### config.mk
export PLATFORM = sky130hd
export DESIGN_NAME = instr_fetch_unit_flat
export DESIGN_NICKNAME = d
export VERILOG_FILES = /design/src/rtl/instr_fetch_unit_pkg.sv /design/src/rtl/instr_fetch_unit_if.sv /design/src/rtl/instr_fetch_unit_pc_counter.sv /design/src/rtl/instr_fetch_unit.sv /design/src/flat_wrapper.sv
export SDC_FILE = /design/constraint.sdc
export NUM_CORES = 1
export LEC_CHECK = 0
export CAP_MARGIN = 20
export CORE_MARGIN = 3
export CORE_UTILIZATION = 47
export DETAILED_ROUTE_END_ITERATION = 16
export PLACE_DENSITY = 0.9
export REMOVE_ABC_BUFFERS = 1
export SLEW_MARGIN = 20
export SYNTH_ARGS = -nofsm -noshare
export SYNTH_HDL_FRONTEND = slang
export SYNTH_SLANG_ARGS = --single-unit
### constraint.sdc
create_clock -name clk_i -period 3.8 [get_ports clk_i]
set_input_delay 0.76 -clock clk_i [delete_from_list [all_inputs] [get_ports clk_i]]
set_output_delay 0.76 -clock clk_i [all_outputs]
set_load 0.1 [all_outputs]
### src/rtl/instr_fetch_unit_pkg.sv
// Shared definitions for the instruction fetch unit: default widths,
// fetch FSM state encoding and the CPU opcode set.
package instr_fetch_unit_pkg;

    localparam int DATA_W_DEF = 8;
    localparam int ADDR_W_DEF = 13;
    localparam int OP_W_DEF   = 3;

    typedef enum logic [2:0] {
        S_IDLE,
        S_REQ_HI,
        S_WAIT_HI,
        S_REQ_LO,
        S_WAIT_LO,
        S_VALID,
        S_HALTED
    } state_e;

    typedef enum logic [2:0] {
        HLT, SKZ, ADD, AND, XOR, LDA, STO, JMP
    } opcode_e;

endpackage

### src/rtl/instr_fetch_unit_if.sv
// Memory bus plus controller handshake seen by the fetch unit.
// The master modport is the fetch unit; slave is the memory/controller side.
interface instr_fetch_unit_if #(
    parameter int DATA_W = instr_fetch_unit_pkg::DATA_W_DEF,
    parameter int ADDR_W = instr_fetch_unit_pkg::ADDR_W_DEF,
    parameter int OP_W   = instr_fetch_unit_pkg::OP_W_DEF
);
    logic              rd;
    logic [ADDR_W-1:0] addr;
    logic [DATA_W-1:0] mem_data;
    logic              fetch;
    logic              ir_valid;
    logic              ir_ready;
    logic [OP_W-1:0]   opcode;
    logic [ADDR_W-1:0] ir_addr;
    logic [ADDR_W-1:0] pc_addr;
    logic              skip;
    logic              jump;
    logic [ADDR_W-1:0] jump_addr;
    logic              halt;
    logic              halted;

    modport master (
        output rd, addr, fetch, ir_valid, opcode, ir_addr, pc_addr, halted,
        input  mem_data, ir_ready, skip, jump, jump_addr, halt
    );

    modport slave (
        input  rd, addr, fetch, ir_valid, opcode, ir_addr, pc_addr, halted,
        output mem_data, ir_ready, skip, jump, jump_addr, halt
    );
endinterface

### src/rtl/instr_fetch_unit_pc_counter.sv
// Program counter: load beats +2 beats +1; arithmetic wraps modulo 2^ADDR_W.
module instr_fetch_unit_pc_counter #(
    parameter int                ADDR_W   = 13,
    parameter logic [ADDR_W-1:0] RESET_PC = '0
) (
    input  logic              clk_i,
    input  logic              rst_i,
    input  logic              load_i,
    input  logic [ADDR_W-1:0] load_val_i,
    input  logic              inc1_i,
    input  logic              inc2_i,
    output logic [ADDR_W-1:0] pc_o
);
    logic [ADDR_W-1:0] pc_q, pc_d;

    always_comb begin
        pc_d = pc_q;
        if (load_i)
            pc_d = load_val_i;
        else if (inc2_i)
            pc_d = pc_q + ADDR_W'(2);
        else if (inc1_i)
            pc_d = pc_q + ADDR_W'(1);
    end

    always_ff @(posedge clk_i) begin
        if (rst_i) pc_q <= RESET_PC;
        else       pc_q <= pc_d;
    end

    assign pc_o = pc_q;
endmodule

### src/rtl/instr_fetch_unit.sv
// Two-read instruction fetch (high byte first) with valid/ready delivery,
// jump redirect, skip-on-accept and halt.
module instr_fetch_unit
    import instr_fetch_unit_pkg::*;
#(
    parameter int                DATA_W   = DATA_W_DEF,
    parameter int                ADDR_W   = ADDR_W_DEF,
    parameter int                OP_W     = OP_W_DEF,
    parameter logic [ADDR_W-1:0] RESET_PC = '0
) (
    input logic                clk_i,
    input logic                rst_i,
    instr_fetch_unit_if.master bus_io
);
    state_e            state_q, state_d;
    logic [DATA_W-1:0] hi_q, hi_d, lo_q, lo_d;
    logic              pc_load, pc_inc1, pc_inc2;
    logic [ADDR_W-1:0] pc;

    instr_fetch_unit_pc_counter #(
        .ADDR_W   (ADDR_W),
        .RESET_PC (RESET_PC)
    ) u_pc_counter (
        .clk_i      (clk_i),
        .rst_i      (rst_i),
        .load_i     (pc_load),
        .load_val_i (bus_io.jump_addr),
        .inc1_i     (pc_inc1),
        .inc2_i     (pc_inc2),
        .pc_o       (pc)
    );

    always_comb begin
        state_d = state_q;
        hi_d    = hi_q;
        lo_d    = lo_q;
        pc_load = 1'b0;
        pc_inc1 = 1'b0;
        pc_inc2 = 1'b0;
        // A jump overrides whatever the FSM was doing; half-fetched bytes are dropped.
        if (bus_io.jump) begin
            pc_load = 1'b1;
            state_d = S_REQ_HI;
        end else begin
            case (state_q)
                S_IDLE:    state_d = S_REQ_HI;
                S_REQ_HI:  state_d = bus_io.halt ? S_HALTED : S_WAIT_HI;
                S_WAIT_HI: begin
                    hi_d    = bus_io.mem_data;
                    pc_inc1 = 1'b1;
                    state_d = S_REQ_LO;
                end
                S_REQ_LO:  state_d = S_WAIT_LO;
                S_WAIT_LO: begin
                    lo_d    = bus_io.mem_data;
                    pc_inc1 = 1'b1;
                    state_d = S_VALID;
                end
                S_VALID: begin
                    if (bus_io.ir_ready) begin
                        pc_inc2 = bus_io.skip;
                        state_d = S_REQ_HI;
                    end
                end
                S_HALTED:  state_d = S_HALTED;
                default:   state_d = S_IDLE;
            endcase
        end
    end

    always_ff @(posedge clk_i) begin
        if (rst_i) begin
            state_q <= S_IDLE;
            hi_q    <= '0;
            lo_q    <= '0;
        end else begin
            state_q <= state_d;
            hi_q    <= hi_d;
            lo_q    <= lo_d;
        end
    end

    assign bus_io.rd       = (state_q == S_REQ_HI) || (state_q == S_REQ_LO);
    assign bus_io.fetch    = (state_q == S_REQ_HI) || (state_q == S_WAIT_HI) ||
                             (state_q == S_REQ_LO) || (state_q == S_WAIT_LO);
    assign bus_io.ir_valid = (state_q == S_VALID);
    assign bus_io.halted   = (state_q == S_HALTED);
    assign bus_io.addr     = pc;
    assign bus_io.pc_addr  = pc;
    assign bus_io.opcode   = hi_q[DATA_W-1 -: OP_W];
    assign bus_io.ir_addr  = {hi_q[DATA_W-OP_W-1:0], lo_q};
endmodule

### src/flat_wrapper.sv
// flat-port wrapper written by rule: the top's interface ports become plain ports
module instr_fetch_unit_flat import instr_fetch_unit_pkg::*;
#(
    parameter int                DATA_W   = DATA_W_DEF,
    parameter int                ADDR_W   = ADDR_W_DEF,
    parameter int                OP_W     = OP_W_DEF,
    parameter logic [ADDR_W-1:0] RESET_PC = '0
)
  (clk_i, rst_i, bus_io_rd, bus_io_addr, bus_io_fetch, bus_io_ir_valid, bus_io_opcode, bus_io_ir_addr, bus_io_pc_addr, bus_io_halted, bus_io_mem_data, bus_io_ir_ready, bus_io_skip, bus_io_jump, bus_io_jump_addr, bus_io_halt);
  instr_fetch_unit_if #(.DATA_W(DATA_W), .ADDR_W(ADDR_W), .OP_W(OP_W)) bus_io_i ();
  input logic clk_i;
  input logic rst_i;
  output wire logic [$bits(bus_io_i.rd)-1:0] bus_io_rd;
  output wire logic [$bits(bus_io_i.addr)-1:0] bus_io_addr;
  output wire logic [$bits(bus_io_i.fetch)-1:0] bus_io_fetch;
  output wire logic [$bits(bus_io_i.ir_valid)-1:0] bus_io_ir_valid;
  output wire logic [$bits(bus_io_i.opcode)-1:0] bus_io_opcode;
  output wire logic [$bits(bus_io_i.ir_addr)-1:0] bus_io_ir_addr;
  output wire logic [$bits(bus_io_i.pc_addr)-1:0] bus_io_pc_addr;
  output wire logic [$bits(bus_io_i.halted)-1:0] bus_io_halted;
  input wire logic [$bits(bus_io_i.mem_data)-1:0] bus_io_mem_data;
  input wire logic [$bits(bus_io_i.ir_ready)-1:0] bus_io_ir_ready;
  input wire logic [$bits(bus_io_i.skip)-1:0] bus_io_skip;
  input wire logic [$bits(bus_io_i.jump)-1:0] bus_io_jump;
  input wire logic [$bits(bus_io_i.jump_addr)-1:0] bus_io_jump_addr;
  input wire logic [$bits(bus_io_i.halt)-1:0] bus_io_halt;
  assign bus_io_rd = bus_io_i.rd;
  assign bus_io_addr = bus_io_i.addr;
  assign bus_io_fetch = bus_io_i.fetch;
  assign bus_io_ir_valid = bus_io_i.ir_valid;
  assign bus_io_opcode = bus_io_i.opcode;
  assign bus_io_ir_addr = bus_io_i.ir_addr;
  assign bus_io_pc_addr = bus_io_i.pc_addr;
  assign bus_io_halted = bus_io_i.halted;
  assign bus_io_i.mem_data = bus_io_mem_data;
  assign bus_io_i.ir_ready = bus_io_ir_ready;
  assign bus_io_i.skip = bus_io_skip;
  assign bus_io_i.jump = bus_io_jump;
  assign bus_io_i.jump_addr = bus_io_jump_addr;
  assign bus_io_i.halt = bus_io_halt;
  instr_fetch_unit #(.DATA_W(DATA_W), .ADDR_W(ADDR_W), .OP_W(OP_W), .RESET_PC(RESET_PC)) u_core (.clk_i(clk_i), .rst_i(rst_i), .bus_io(bus_io_i));
endmodule
* Word-level counts from Yosys, hierarchy flattened
Index checks and enable logic that the tools add are counted.
** Storage, ports and cells
- Register bits :: 32
- Input bits :: 27
- Output and inout bits :: 46
** Operators by class
- Add/sub/neg operators :: 2
- Equality and inequality tests :: 8
- Multiplexer cells :: 13
- Bitwise operators :: 1
- Reductions and logical operators :: 10
** Operator list (number)
- $mux W13 :: 3
- $pmux W3 S7 :: 1
- $add A13 B1 Y13 const B :: 1
- $add A13 B2 Y13 const B :: 1
- $eq A3 B3 Y1 const B :: 3
- $mux W1 :: 7
- $eq A3 B2 Y1 const B :: 2
- $mux W3 :: 2
- $logic_or A1 B1 Y1 :: 4
- $reduce_and A2 Y1 :: 2
- $reduce_or A2 Y1 :: 2
- $eq A3 B1 Y1 const B :: 1
- $logic_not A3 Y1 :: 1
- $ne A3 B1 Y1 const B :: 1
- $reduce_bool A3 Y1 :: 1
- $ne A2 B1 Y1 const B :: 1
- $not A1 Y1 :: 1

* Depth between registers and ports, before layout
- Depth after elaboration :: 7
- Gate-level depth with buffers :: 7

* Cells and area by module
Synthesis repeated with hierarchy kept, for this count alone.
** Unflattened totals
- Cells, all modules :: 209
- Area, all modules :: 1697.9 µm²
** By module, submodules not included
- instr_fetch_unit :: times used 1, cells each 109, area an instance 889.6 µm²
- instr_fetch_unit_pc_counter :: times used 1, cells each 100, area an instance 808.3 µm²

* Least setup slack after synthesis
Ideal clock, no wire load.
- Path kind :: register to output
- Start point :: reg u_core.state_q[0]
- End point :: out bus_io_fetch
- Arrival time :: 2.037 ns
- Path slack :: 1.003 ns
- Stages on the path, launching flop included :: 4
- Cell sequence :: dfxtp_1 buf_6 nor2_1 xnor2_1
** On the way
- Longest elaborated chain between the ends :: 4
- Elaborated cells between the ends (all ways) :: 7
- Classes of those cells :: eq/ne (4); reduce/logical (3)
** Ends and longest elaborated chain
- from (decl) :: line instr_fetch_unit.sv:15 : state_e state_q, state_d;
- from (signal assigned) :: line instr_fetch_unit.sv:77 : state_q <= state_d;
- $eq A3 B1 Y1 or $eq A3 B2 Y1 (tied branches) :: line instr_fetch_unit.sv:84 : assign bus_io.fetch = (state_q == S_REQ_HI) || (state_q == S_WAIT_HI) ||
- $logic_or A1 B1 Y1 (2 in series) :: line instr_fetch_unit.sv:84
- $logic_or A1 B1 Y1 * :: line instr_fetch_unit.sv:85 : (state_q == S_REQ_LO) || (state_q == S_WAIT_LO);
- to (decl) :: line flat_wrapper.sv:15 : output wire logic [$bits(bus_io_i.fetch)-1:0] bus_io_fetch;
Every way passes the cells marked *; elsewhere a longest branch is shown, timed or not.

* Worst setup path after layout
- Start point :: in bus_io_jump
- End point :: reg u_core.u_pc_counter.pc_q[4] (netlist: u_core.u_pc_counter.pc_o[4])
** On the way
- Longest elaborated chain between the ends :: 3
- Elaborated cells between the ends (all ways) :: 6
- Classes of those cells :: mux (5); reduce/logical (1)
** Ends and longest elaborated chain
- from (decl) :: line flat_wrapper.sv:24 : input wire logic [$bits(bus_io_i.jump)-1:0] bus_io_jump;
- $mux W1 :: line instr_fetch_unit.sv:41 : if (bus_io.jump) begin
- $mux W13 :: line instr_fetch_unit_pc_counter.sv:20 : else if (inc2_i)
- $mux W13 :: line instr_fetch_unit_pc_counter.sv:18 : if (load_i)
- to (signal assigned) :: line instr_fetch_unit_pc_counter.sv:28 : else pc_q <= pc_d;
- to (decl) :: line instr_fetch_unit_pc_counter.sv:14 : logic [ADDR_W-1:0] pc_q, pc_d;
Parallel ways exist; a longest one is shown, timed or not.
A chain may end at the register's enable or synchronous reset.

==> results.yml <==
power:
  power_mw: 1.04
  ir_worst_vdd_mv: 0.254
  powerDensity_nw_per_um2: 402
  power_leakage_nw: 0.890
setup_path:
  arrival_ns: 3.04
  worstSetupPathType: "primary input to flop"
  cp-end-kind: "flop"
  start_kind: "primary input"
  critPathRequiredTime_ns: 3.92
  crit_fanout: 22
timing:
  grt_setup_unrepaired: "no"
  finalCriticalPeriod_ns: 2.92
  period_share_pct: 76.9
  hold_slack_ns: 0.454
  worst_pin_slew_ns: 0.987
  slew_headroom_pct: 34.0
  fmaxAchievable_mhz: 342
  clock_skew_ns: 0.00728
  finalSetupViolations: 0
  slew_viol_final: 0
  hold_viol_final: 0
  timing.setup.tns_ns: 0
drt:
  avgRoutedWirePerCell_microns: 14.8
  vias: 1949
  drtPass1Iterations: 4
  ant_nets: 0
  routed_wl_mm: 5.07
  drcViolationCount: 0
  drtIter0Drc: 137
  vias_per_cell: 5.70
global_routing:
  grt_overflow: 0
  antenna_found_initial: 0
  grt_pass1_vias: 1766
  grt_pass1_wl_mm: 8.41
  track_usage_pct: 21.1
  grt_max_degree: 25
placement:
  placed_area_sq_um: 2470
  hpwl_mm: 3.65
  portBuffers: 72
  dp.cells: 334
  place.gp.congestion: 0.869
clock_network:
  htreeDepth: 2
  hold_buffers: 0
  clk_pin_slew_ns: 0.07
  post_cts_buffers: 0
  cts_buffer_depth: 2
  clock_latency_ns: 0.28
  cts.sinks: 32
  postCtsResizedCells: 0
  numCtsBuffers: 5
  cts_tree: "yes"
  root_buffer: "clkbuf_8"
outcome:
  status: "finished clean"
logic_synthesis:
  synth_sequential_area_ratio_pct: 33.9
  netlist_top_cells_area: "dfxtp_1, nand2_1, a21oi_1, buf_4, nor2_1"
  ys.flop_type: "dfxtp_1"
  ys_warn_count: 0
  yosys.cell_types.count: 42
  yosysTopAreaCell: "dfxtp_1"
  async_reset_ff_share_pct: 0
  synth_edf_count: 0
  syn_area_sq_um: 1890
  syn_avg_cell_area_sq_um: 7.92
  ys_ff_latch: 32
  syn_inst: 239
  synth_top_area_share_pct: 33.9
floorplan:
  fp-row-count: 22
  ioPinCount: 73
  fp.coreArea_sq_um: 3770
  initial_utilization_pct: 50.2
  die_h_microns: 69.4
  die_x_microns: 69.4
  dieArea_sq_um: 4820
final_layout:
  antenna-diode-count: 0
  drive_gt1_share_pct: 9.52
  final_area_sq_um: 2600
  nNetsFinal: 323
  syn_to_final_growth_pct: 37.3
  finalNonFillerCells: 342
hold_path:
  hold_class: "flop to flop"
job:
  drv_cap: 0
## synth_stat cells, types with 2 or more instances
library cell / n
o21ai_0: 5
clkbuf_1: 6
a2111oi_1: 6
nand2b_1: 3
nand4_1: 3
o31a_2: 2
nor2_1: 26
nand3_1: 5
a21oi_1: 23
and3_1: 4
a2111oi_0: 9
nor4_1: 3
a311oi_1: 2
ha_1: 3
buf_4: 15
buf_6: 7
dfxtp_1: 32
nand2_1: 45
a211o_2: 6
nor3_1: 3
inv_1: 7
xnor2_1: 2
and4_1: 3
## area by class of cell
| class | instances | area, sq um |
|---|---|---|
| well taps | 48 | 60.1 |
| repair buffers | 75 | 733 |
| clock inverters | 1 | 30.0 |
| multi-input cells | 172 | 1010 |
| clock buffers | 7 | 96.3 |
| inverters | 7 | 26.3 |
| fillers | 314 | 1170 |
| flip-flops and latches | 32 | 641 |
## registers in the layout, indices dropped and copies added, names as in the netlist
register / count
u_core.u_pc_counter.pc_o: 13
u_core.hi_q: 8
u_core.lo_q: 8
u_core.state_q: 3
## cell families after synthesis
kind of cell	after synthesis	share of synthesized area, %
AND/OR/NAND/NOR	102	25.5
flip-flops	32	33.9
AO/OA/AOI/OAI	65	25.1
buffers and inverters	35	12.7
XOR/XNOR	2	0.926
adder cells (fa/ha/maj)	3	1.98
## worst max-delay path: stages
cell,delay (ns)
clkdlybuf4s50_1,0.67
buf_4,0.30
inv_1,0.52
nand2_1,0.15
a2111oi_0,0.50
a2111oi_1,0.12
## final timing paths
path / start / to / slack (ns) / cells past startpoint
max: bus_io_jump / u_core.u_pc_counter.pc_o[4]$_SDFFE_PP0P_ / 0.88 / 6
min: u_core.hi_q[0]$_SDFFE_PP0P_ / u_core.hi_q[0]$_SDFFE_PP0P_ / 0.45 / 2
max reg2reg: u_core.state_q[2]$_SDFFE_PP0P_ / u_core.u_pc_counter.pc_o[4]$_SDFFE_PP0P_ / 1.63 / 4
min reg2reg: u_core.hi_q[0]$_SDFFE_PP0P_ / u_core.hi_q[0]$_SDFFE_PP0P_ / 0.45 / 2
## stage by stage
step                      utilization [%]  setup slack, ns
final                                68.9            0.876
after global placement               65.5            0.883
after CTS                            68.9            0.965
after detailed placement             65.5            0.749
after floorplan                         -            0.689
after global routing                 68.9            0.826
## where the power goes
group / internal [mW] / total, mW / switching [mW] / leakage [nW]
registers: 0.349 / 0.372 / 0.0229 / 0.262
clock network: 0.231 / 0.356 / 0.125 / 0.0645
logic: 0.0850 / 0.317 / 0.232 / 0.564
## metal layers
metal  vias up  GRT usage (%)  share of wire [%]
met4         0           6.51                1.2
met2        69           34.6                 51
li1        952              -                  -
met5         -              0                  0
met3         7           3.33                5.8
met1       921           28.3                 42
## cell usage in the layout, fill, tap and decap left out, types with 3 or more instances in the layout
cell type        instances
dfxtp_1                 32
and4_1                   3
nor3_1                   3
nand2_1                 45
buf_4                    7
inv_1                    7
a21oi_1                 23
nor2_1                  26
nand3_1                  5
a211o_2                  6
clkbuf_8                 7
a2111oi_0                9
nor4_1                   3
a2111oi_1                6
clkdlybuf4s50_1         68
nand2b_1                 3
o21ai_0                  5
and3_1                   4
ha_1                     3
nand4_1                  3
Power figures use the tool's default switching activity.
